File: config.mk
export PLATFORM = sky130hd
export DESIGN_NAME = planificador_temporizador_flat
export DESIGN_NICKNAME = d
export VERILOG_FILES = /design/src/rtl/planificador_temporizador_pkg.sv /design/src/rtl/planificador_temporizador_if.sv /design/src/rtl/planificador_temporizador_divisor_segundos.sv /design/src/rtl/planificador_temporizador.sv /design/src/flat_wrapper.sv
export SDC_FILE = /design/constraint.sdc
export NUM_CORES = 1
export LEC_CHECK = 0
export ABC_AREA = 1
export BUFFER_PORTS_ARGS = -buffer_cell sky130_fd_sc_hd__clkbuf_2
export CAP_MARGIN = 20
export CORE_AREA = 2 2 75 77
export CTS_BUF_LIST = sky130_fd_sc_hd__clkbuf_8
export CTS_CLUSTER_SIZE = 8
export DETAILED_ROUTE_END_ITERATION = 16
export DIE_AREA = 0 0 77 79
export HOLD_SLACK_MARGIN = 0.1
export PLACE_DENSITY_LB_ADDON = 0.25
export SLEW_MARGIN = 10
export SYNTH_ARGS = -nofsm -noshare
export SYNTH_HDL_FRONTEND = slang
export SYNTH_SLANG_ARGS = --single-unit
File: constraint.sdc
create_clock -name clock -period 3.6 [get_ports clock]
set_clock_uncertainty 0.05 [all_clocks]
set_input_delay 0.72 -clock clock [delete_from_list [all_inputs] [get_ports clock]]
set_output_delay 0.72 -clock clock [all_outputs]
set_load 0.02 [all_outputs]
File: src/rtl/planificador_temporizador_pkg.sv
// Shared definitions for the round-robin seconds-timer scheduler:
// state encoding, default clock rate and prescaler width helper.
package temporizador_pkg;

    localparam logic [1:0] ST_IDLE = 2'd0;
    localparam logic [1:0] ST_RUN  = 2'd1;
    localparam logic [1:0] ST_DONE = 2'd2;

    localparam int unsigned CLK_HZ_DEF = 32'd50_000_000;

    // A 1 Hz clock would give a zero-width counter; keep at least one bit.
    function automatic int unsigned presc_w(input int unsigned hz);
        if (hz > 32'd1) begin
            return $clog2(hz);
        end else begin
            return 32'd1;
        end
    endfunction

endpackage

File: src/rtl/planificador_temporizador_if.sv
// Request/grant bundle between the instrumentation control logic (master)
// and the timer scheduler (slave).
interface planificador_temporizador_if #(
    parameter int unsigned N_REQ = 32'd4,
    parameter int unsigned DUR_W = 32'd8
);
    logic [N_REQ-1:0]       req;
    logic [N_REQ*DUR_W-1:0] dur;
    logic [N_REQ-1:0]       grant;
    logic [N_REQ-1:0]       done;
    logic                   busy;
    logic [DUR_W-1:0]       remaining;
    logic                   tick;

    modport master (output req, dur, input grant, done, busy, remaining, tick);
    modport slave  (input req, dur, output grant, done, busy, remaining, tick);
endinterface

File: src/rtl/planificador_temporizador_divisor_segundos.sv
// Seconds prescaler: counts 0..CLK_HZ-1 while enabled and emits a registered
// one-cycle tick on each wrap; synchronous clear restarts the second.
module divisor_segundos
    import temporizador_pkg::*;
#(
    parameter int unsigned CLK_HZ = CLK_HZ_DEF
) (
    input  logic clock,
    input  logic reset_n,
    input  logic en,
    input  logic clr,
    output logic tick
);
    localparam int unsigned      CNT_W   = presc_w(CLK_HZ);
    localparam logic [CNT_W-1:0] CNT_MAX = CNT_W'(CLK_HZ - 32'd1);

    logic [CNT_W-1:0] cnt_q, cnt_d;
    logic             tick_q, tick_d;

    // Next count and tick pulse.
    always_comb begin
        cnt_d  = cnt_q;
        tick_d = 1'b0;
        if (clr) begin
            cnt_d = '0;
        end else if (en) begin
            if (cnt_q == CNT_MAX) begin
                cnt_d  = '0;
                tick_d = 1'b1;
            end else begin
                cnt_d = cnt_q + CNT_W'(1);
            end
        end else begin
            cnt_d = cnt_q;
        end
    end

    // Prescaler registers with synchronous active-low reset.
    always_ff @(posedge clock) begin
        if (!reset_n) begin
            cnt_q  <= '0;
            tick_q <= 1'b0;
        end else begin
            cnt_q  <= cnt_d;
            tick_q <= tick_d;
        end
    end

    assign tick = tick_q;

endmodule

File: src/rtl/planificador_temporizador.sv
// Round-robin scheduler sharing one seconds countdown among N_REQ requesters.
// Optional feature: define TIMER_ABORT_EN to let the owner abandon by dropping req.
module planificador_temporizador
    import temporizador_pkg::*;
#(
    parameter int unsigned CLK_HZ = CLK_HZ_DEF,
    parameter int unsigned N_REQ  = 32'd4,
    parameter int unsigned DUR_W  = 32'd8
) (
    input  logic                        clock,
    input  logic                        reset_n,
    planificador_temporizador_if.slave  bus
);
    localparam int unsigned IDX_W = $clog2(N_REQ);

    logic [1:0]       state_q, state_d;
    logic [N_REQ-1:0] grant_q, grant_d;
    logic [N_REQ-1:0] done_q, done_d;
    logic             busy_q, busy_d;
    logic [DUR_W-1:0] rem_q, rem_d;
    logic [IDX_W-1:0] owner_q, owner_d;
    logic [IDX_W-1:0] ptr_q, ptr_d;

    logic             found_s;
    logic [IDX_W-1:0] sel_s;
    logic [IDX_W-1:0] cand_s;
    logic [DUR_W-1:0] dur_sel_s;
    logic [IDX_W-1:0] ptr_nxt_s;
    logic             tick_s;
    logic             clr_s;
    logic             run_s;

    divisor_segundos #(.CLK_HZ(CLK_HZ)) u_divisor (
        .clock   (clock),
        .reset_n (reset_n),
        .en      (run_s),
        .clr     (clr_s),
        .tick    (tick_s)
    );

    assign run_s     = (state_q == ST_RUN);
    assign ptr_nxt_s = (owner_q == IDX_W'(N_REQ - 32'd1)) ? '0 : owner_q + IDX_W'(1);

    // Round-robin search: first pending request at or above the pointer, with wrap.
    always_comb begin
        found_s = 1'b0;
        sel_s   = '0;
        cand_s  = '0;
        for (int k = 0; k < int'(N_REQ); k++) begin
            cand_s = IDX_W'((32'(ptr_q) + 32'(k)) % N_REQ);
            if (!found_s && bus.req[cand_s]) begin
                found_s = 1'b1;
                sel_s   = cand_s;
            end else begin
                sel_s = sel_s;
            end
        end
    end

    // Duration of the requester being selected.
    always_comb begin
        dur_sel_s = '0;
        for (int i = 0; i < int'(N_REQ); i++) begin
            if (sel_s == IDX_W'(i)) begin
                dur_sel_s = bus.dur[i*DUR_W +: DUR_W];
            end else begin
                dur_sel_s = dur_sel_s;
            end
        end
    end

    // Scheduler FSM; DONE holds until the done pulse has been registered once.
    always_comb begin
        state_d = state_q;
        grant_d = grant_q;
        done_d  = '0;
        rem_d   = rem_q;
        owner_d = owner_q;
        ptr_d   = ptr_q;
        clr_s   = 1'b0;
        case (state_q)
            ST_IDLE: begin
                if (found_s) begin
                    grant_d = N_REQ'(1) << sel_s;
                    owner_d = sel_s;
                    rem_d   = dur_sel_s;
                    clr_s   = 1'b1;
                    state_d = (dur_sel_s == '0) ? ST_DONE : ST_RUN;
                end else begin
                    grant_d = '0;
                    rem_d   = '0;
                end
            end
            ST_RUN: begin
`ifdef TIMER_ABORT_EN
                if ((grant_q & bus.req) == '0) begin
                    state_d = ST_IDLE;
                    grant_d = '0;
                    rem_d   = '0;
                    ptr_d   = ptr_nxt_s;
                end else
`endif
                if (tick_s) begin
                    if (rem_q == DUR_W'(1)) begin
                        state_d = ST_DONE;
                        rem_d   = '0;
                        done_d  = grant_q;
                    end else begin
                        rem_d = rem_q - DUR_W'(1);
                    end
                end else begin
                    state_d = ST_RUN;
                end
            end
            ST_DONE: begin
                if (done_q != '0) begin
                    state_d = ST_IDLE;
                    grant_d = '0;
                    ptr_d   = ptr_nxt_s;
                end else begin
                    done_d = grant_q;
                end
            end
            default: begin
                state_d = ST_IDLE;
                grant_d = '0;
                rem_d   = '0;
            end
        endcase
        busy_d = (state_d != ST_IDLE);
    end

    // Scheduler registers with synchronous active-low reset.
    always_ff @(posedge clock) begin
        if (!reset_n) begin
            state_q <= ST_IDLE;
            grant_q <= '0;
            done_q  <= '0;
            busy_q  <= 1'b0;
            rem_q   <= '0;
            owner_q <= '0;
            ptr_q   <= '0;
        end else begin
            state_q <= state_d;
            grant_q <= grant_d;
            done_q  <= done_d;
            busy_q  <= busy_d;
            rem_q   <= rem_d;
            owner_q <= owner_d;
            ptr_q   <= ptr_d;
        end
    end

    assign bus.grant     = grant_q;
    assign bus.done      = done_q;
    assign bus.busy      = busy_q;
    assign bus.remaining = rem_q;
    assign bus.tick      = tick_s;

endmodule

File: src/flat_wrapper.sv
// flat-port wrapper written by rule: the top's interface ports become plain ports
module planificador_temporizador_flat import temporizador_pkg::*;
#(
    parameter int unsigned CLK_HZ = CLK_HZ_DEF,
    parameter int unsigned N_REQ  = 32'd4,
    parameter int unsigned DUR_W  = 32'd8
)
  (clock, reset_n, bus_req, bus_dur, bus_grant, bus_done, bus_busy, bus_remaining, bus_tick);
  planificador_temporizador_if #(.N_REQ(N_REQ), .DUR_W(DUR_W)) bus_i ();
  input  logic clock;
  input  logic reset_n;
  input wire logic [$bits(bus_i.req)-1:0] bus_req;
  input wire logic [$bits(bus_i.dur)-1:0] bus_dur;
  output wire logic [$bits(bus_i.grant)-1:0] bus_grant;
  output wire logic [$bits(bus_i.done)-1:0] bus_done;
  output wire logic [$bits(bus_i.busy)-1:0] bus_busy;
  output wire logic [$bits(bus_i.remaining)-1:0] bus_remaining;
  output wire logic [$bits(bus_i.tick)-1:0] bus_tick;
  assign bus_i.req = bus_req;
  assign bus_i.dur = bus_dur;
  assign bus_grant = bus_i.grant;
  assign bus_done = bus_i.done;
  assign bus_busy = bus_i.busy;
  assign bus_remaining = bus_i.remaining;
  assign bus_tick = bus_i.tick;
  planificador_temporizador #(.CLK_HZ(CLK_HZ), .N_REQ(N_REQ), .DUR_W(DUR_W)) u_core (.clock(clock), .reset_n(reset_n), .bus(bus_i));
endmodule
Yosys cells after proc, flatten, opt, wreduce, memory -nomap -nowiden
Cells that the tools add are included.
W data, S select, Z words.
{"block": "word_totals", "input_bits": 38, "out_inout_bits": 18, "register_bits": 50, "word_cells": 89}
{"block": "classes", "n_lt_le_gt_ge": 4, "reduce_logical": 16, "muxes": 41, "n_addsub": 6, "eq_ne": 9, "bitwise": 3, "n_shift": 1}
{"cell": "$mux W8", "n": 7}
{"cell": "$add A26 B1 Y26 const B", "n": 1}
{"cell": "$eq A26 B26 Y1 const B", "n": 1}
{"cell": "$mux W26", "n": 1}
{"cell": "$pmux W8 S3", "n": 1}
{"cell": "$mux W2", "n": 10}
{"cell": "$mux W4", "n": 4}
{"cell": "$lt A2 B3 Y1 const B", "n": 4}
{"cell": "$pmux W4 S3", "n": 1}
{"cell": "$mux W1", "n": 11}
{"cell": "$bmux W1 S2", "n": 4}
{"cell": "$eq A2 B2 Y1 const B", "n": 4}
{"cell": "$eq A8 B1 Y1 const B", "n": 1}
{"cell": "$logic_not A8 Y1", "n": 1}
{"cell": "$pmux W4 S2", "n": 1}
{"cell": "$sub A8 B1 Y8 const B", "n": 1}
{"cell": "$pmux W2 S3", "n": 1}
{"cell": "$reduce_and A2 Y1", "n": 3}
{"cell": "$add A2 B1 Y2 const B", "n": 2}
{"cell": "$add A2 B2 Y2 const B", "n": 2}
{"cell": "$eq A2 B1 Y1 const B", "n": 2}
{"cell": "$logic_not A2 Y1", "n": 2}
{"cell": "$reduce_bool A4 Y1", "n": 1}
{"cell": "$shl A1 B2 Y4 const A", "n": 1}
{"cell": "other kinds (7)", "n": 13}

Longest topological paths before layout
{"block": "depth", "depth_word": 22, "ltp_mapped": 22, "mapped_depth_nobuf": 22}

Hierarchy
Synthesis repeated with hierarchy kept, for this count alone.
{"block": "hier_totals", "hier_cells": 568, "area_unflattened_um2": 3407.0}
{"module": "planificador_temporizador", "seq_area_each_um2": 460.4, "area_each_um2": 1829.3, "instances": 1, "cells_each": 304}
{"module": "divisor_segundos", "seq_area_each_um2": 540.5, "area_each_um2": 1577.8, "instances": 1, "cells_each": 264}

Worst setup path after synthesis
No wires, ideal clock.
{"block": "synth_timing", "path_kind": "input -> register", "from": "in bus_req[3]", "to": "reg u_core.busy_q, in the netlist u_core.bus.busy", "required_time_ns": 3.436, "slack_ns": 1.217, "n_path_buf": 1, "arrival_ns": 2.219, "path_stages": 19, "setup_ns": 0.114, "path_cell_list": "inv_1 > nand2_1 > nand3_2 > nand2_4 > nor2_8 > nand3_2 > nand2_1 > nand2_2 > buf_2 > nand3_1 > nand3_1 > nor2_1 > nand2_1 > nor2_1 > nand3_1 > nand3_1 > nand2_1 > nand2_1 > nand2_1"}
{"block": "synth_via", "elab_chain_cells": 22, "word_cells_on_any_way": 35, "cone_classes": "eq/ne (3); mux (23); reduce/logical (9)"}
{"item": "start, declared", "line_no": "flat_wrapper.sv:12", "source": "input wire logic [$bits(bus_i.req)-1:0] bus_req;"}
{"item": "$bmux W1 S2", "line_no": "planificador_temporizador.sv:51", "source": "if (!found_s && bus.req[cand_s]) begin"}
{"item": "$mux W1 (implied by the code)", "line_no": "planificador_temporizador.sv:51"}
{"item": "$mux W1", "line_no": "planificador_temporizador.sv:51"}
{"item": "$logic_not A1 Y1", "line_no": "planificador_temporizador.sv:51"}
{"item": "$logic_and A1 B1 Y1", "line_no": "planificador_temporizador.sv:51"}
{"item": "$mux W1", "line_no": "planificador_temporizador.sv:51"}
{"item": "$logic_not A1 Y1", "line_no": "planificador_temporizador.sv:51"}
{"item": "$logic_and A1 B1 Y1", "line_no": "planificador_temporizador.sv:51"}
{"item": "[3 not listed]"}
{"item": "$mux W2", "line_no": "planificador_temporizador.sv:51"}
{"item": "$logic_not A2 Y1", "line_no": "planificador_temporizador.sv:64", "source": "if (sel_s == IDX_W'(i)) begin"}
{"item": "$mux W8 (4 in a row)", "line_no": "planificador_temporizador.sv:64"}
{"item": "$logic_not A8 Y1", "line_no": "planificador_temporizador.sv:88", "source": "state_d = (dur_sel_s == '0) ? ST_DONE : ST_RUN;"}
{"item": "$mux W2", "line_no": "planificador_temporizador.sv:88"}
{"item": "$mux W2 (*)", "line_no": "planificador_temporizador.sv:83", "source": "if (found_s) begin"}
{"item": "$pmux W2 S3 (*)", "line_no": "planificador_temporizador.sv:81", "source": "case (state_q)"}
{"item": "$reduce_bool A2 Y1 (*)", "line_no": "planificador_temporizador.sv:130", "source": "busy_d = (state_d != ST_IDLE);"}
{"item": "end signal, assigned", "line_no": "planificador_temporizador.sv:147", "source": "busy_q <= busy_d;"}
{"item": "end, declared", "line_no": "planificador_temporizador.sv:19", "source": "logic busy_q, busy_d;"}
Mark *: on every way between the ends. The rest lies on a longest branch, timed or not. The select of a mux whose other input is x is not followed.
A chain may end at the register's enable or synchronous reset.

Worst setup path after layout
{"block": "layout_timing", "from": "reg u_core.ptr_q[0]", "to": "reg u_core.busy_q, in the netlist u_core.bus.busy"}
{"block": "layout_via", "elab_chain_cells": 22, "word_cells_on_any_way": 38, "cone_classes": "add/sub (3); eq/ne (3); mux (23); reduce/logical (9)"}
{"item": "start, declared", "line_no": "planificador_temporizador.sv:22", "source": "logic [IDX_W-1:0] ptr_q, ptr_d;"}
{"item": "start signal, assigned", "line_no": "planificador_temporizador.sv:150", "source": "ptr_q <= ptr_d;"}
{"item": "branches (longest 19 deep; another with $add A2 B1 Y2)"}
{"item": "$mux W2 (*)", "line_no": "planificador_temporizador.sv:83"}
{"item": "$pmux W2 S3 (*)", "line_no": "planificador_temporizador.sv:81"}
{"item": "$reduce_bool A2 Y1 (*)", "line_no": "planificador_temporizador.sv:130"}
Every way passes the cells marked *. The select of a mux whose other input is x is not followed.

==> impl_metrics.py <==
metrics = {
    "status": {
        "status": "finished clean",
    },
    "die": {
        "core_area_um2": 5340,
        "io_pins": 56,
        "start_util": 0.572,
        "die_x_um": 77,
        "rows": 27,
        "die_y_um": 79,
        "die-area_um2": 6080,
    },
    "worst_setup_path": {
        "startpoint_type": "flip-flop",
        "regToRegSetupSlack_ns": 0.60,
        "arrival_ns": 3.15,
        "r2r-start": "u_core.ptr_q[0]",
        "ff2ff_path_depth": 19,
        "worstSetupPathType": "reg -> reg",
        "endpoint_kind": "flip-flop",
        "worstPathRequired_ns": 3.75,
        "r2r_end": "u_core.bus.busy",
        "critical_path.max_fanout": 15,
    },
    "clocking": {
        "cts_setup_buffers": 0,
        "clock-root-buffer": "clkbuf_8",
        "clk_pin_slew_worst_paths_ns": 0.09,
        "cts_buffers": 5,
        "h-tree-depth": 2,
        "clk_path_buf_depth": 2,
        "cts_sinks": 50,
        "hold_buffers": 0,
        "cts_tree": "built",
        "clk_latency_ns": 0.31,
        "cts_resized": 0,
    },
    "global_routing": {
        "grt_max_degree": 19,
        "antenna_found_initial": 0,
        "grt.total_usage": 0.262,
        "gr-total-overflow": 0,
        "grt_first_pass_wirelength_mm": 13.2,
        "grt_pass1_vias": 2990,
    },
    "yosys": {
        "synth_seq_cells": 50,
        "synth_warnings": 0,
        "synth_top_area_cell": "dfxtp_1",
        "synth_nets": 511,
        "yosysUniqueCellTypes": 34,
        "ys_seq_area_frac": 0.328,
        "synth_edf_count": 0,
        "synth_cells": 465,
        "synth_commonest_cells": "116 x nand2_1, 58 x nor2_1, 55 x inv_1",
        "ys.flop_type": "dfxtp_1",
        "syn_avg_cell_area_um2": 6.57,
        "synthTopCellsByArea": "dfxtp_1 33%, nand2_1 14%, nor2_1 7.1%",
        "synth_area_um2": 3060,
        "synth_top_area_share": 0.328,
        "yosys.cell_count.top_type": "nand2_1",
        "async_reset_ff_frac": 0,
    },
    "flow_run": {
        "maxCapViolations": 0,
    },
    "sta": {
        "finalWorstSetupSlack_ns": 0.601,
        "tightest_slew_ns": 0.674,
        "fmax_mhz": 333,
        "final_hold_viol_count": 0,
        "slew_violations": 0,
        "setup-tns-final_ns": 0,
        "fin_crit_sh": 0.833,
        "slew_headroom": 0.551,
        "setup_viol": 0,
        "fin_crit_ns": 3.00,
        "rsz0062_at_grt": "false",
    },
    "placed_design": {
        "hpwl_mm": 5.89,
        "gp_congestion": 0.980,
        "place_ws_ns": 0.556,
        "io_buffers": 55,
    },
    "min_path": {
        "hold_end": "u_core.owner_q[1]",
        "worstHoldPathType": "reg -> reg",
        "min_path_cells": 2,
        "hold_start": "u_core.owner_q[1]",
    },
    "detailed_routing": {
        "vias": 3178,
        "first_pass_iters": 7,
        "drtIter0Drc": 198,
        "drc": 0,
        "wl_per_cell_um": 12.7,
        "routed_wl_mm": 7.54,
        "drtAntennaViolNets": 0,
        "via_per_inst": 5.37,
    },
    "pwr": {
        "irDropWorstVdd_mv": 0.382,
        "p_leak_nw": 1.58,
        "power.density_nw_per_um2": 365,
    },
    "cells_and_area": {
        "diodes": 0,
        "final_util": 0.653,
        "post_route_cells_drive_above_1_share": 0.171,
        "fillers": 526,
        "nNetsFinal": 566,
        "syn2layout_area_growth_pct": 14.1,
    },
}
worst max path at each step:
stage | slack (ns) | to | from | cells after the start
2_1_floorplan | 1.22 | u_core.bus.busy | bus_req[3] | 19
3_3_place_gp | 0.60 | u_core.bus.busy | bus_req[3] | 21
3_5_place_dp | 0.56 | u_core.bus.busy | bus_req[3] | 21
4_1_cts | 0.66 | u_core.bus.busy | u_core.ptr_q[0] | 21
5_1_grt | 0.21 | u_core.bus.busy | u_core.ptr_q[0] | 22
6_report | 0.60 | u_core.bus.busy | u_core.ptr_q[0] | 19
cells by family after synthesis:
kind of cell / Yosys count / synth area share
AOI/OAI and AO/OA: 57 / 0.104
xor gates and xnor gates: 13 / 0.0373
adders and majority gates: 8 / 0.0328
and+or+nand+nor: 266 / 0.403
DFF: 50 / 0.328
buffers and inverters: 71 / 0.0946
routing by layer:
| metal | track usage | vias up | part of all wire |
|---|---|---|---|
| met5 | 0 | - | 0 |
| met4 | 0.0839 | 0 | 0.020 |
| met3 | 0.0432 | 17 | 0.041 |
| met2 | 0.454 | 87 | 0.48 |
| met1 | 0.335 | 1449 | 0.46 |
| li1 | - | 1625 | - |
worst max-delay path, cell delays in order (launching register included):
cell     delay (ns)
dfxtp_1        0.56
inv_2          0.16
nand2_1        0.14
nand2_4        0.08
nand2_1        0.06
nand2_1        0.07
a21oi_1        0.15
nand2_1        0.08
nand2_2        0.26
inv_2          0.18
nor2_1         0.35
nand2_1        0.11
nand4_1        0.15
nor2_1         0.07
nand3_1        0.11
nand2_1        0.06
nand2_1        0.06
nand2_1        0.06
nand2_1        0.08
nand2_1        0.06
report_power, final:
group          switching (mW)  total (mW)  leakage, nW  internal, mW
logic                   0.188       0.290         1.12         0.102
clock network           0.181       0.386       0.0542         0.205
registers              0.0233       0.596        0.405         0.573
registers in the layout (all words and copies together), names as in the netlist:
name and count:
u_core.u_divisor.tick 1, u_core.state_q 2, u_core.bus.grant 4, u_core.u_divisor.cnt_q 26, u_core.bus.done 4, u_core.owner_q 2, u_core.ptr_q 2, u_core.bus.remaining 8
u_core.bus.busy 1
layout by cell type, fill, tap and decap left out, types with 2 or more instances in the layout:
cell      instances
a211oi_1          5
a21oi_1          29
a221oi_1          2
buf_4             2
clkbuf_2         55
clkbuf_8          5
dfxtp_1          50
ha_1              8
inv_1            55
inv_2             7
nand2_1         116
nand2_2           4
nand2_4           6
nand3_1          39
nand3_2           4
nand4_1          12
nor2_1           58
nor3_1           13
nor3b_1           3
nor4_1            7
o21ai_0          11
o22ai_1           6
xnor2_1           2
xor2_1           11
stage by stage:
step	power, mW	hold WS [ns]	instances	area [µm²]
2_1_floorplan	0.809	0.382	465	3060
3_3_place_gp	0.885	0.407	585	3380
3_5_place_dp	0.890	0.411	585	3380
4_1_cts	1.27	0.431	592	3490
5_1_grt	1.33	0.447	592	3490
6_report	1.27	0.432	592	3490
layout make-up:
type	instances	area, µm²	area share
sequential	50	1000	0.287
clock inverter	2	38.8	0.0111
inverter	62	233	0.0667
clock buffer	5	68.8	0.0197
tap	72	90.1	0.0258
timing repair buffer	57	290	0.0832
multi-input combinational	344	1770	0.506
(Power assumes the default switching activity.)
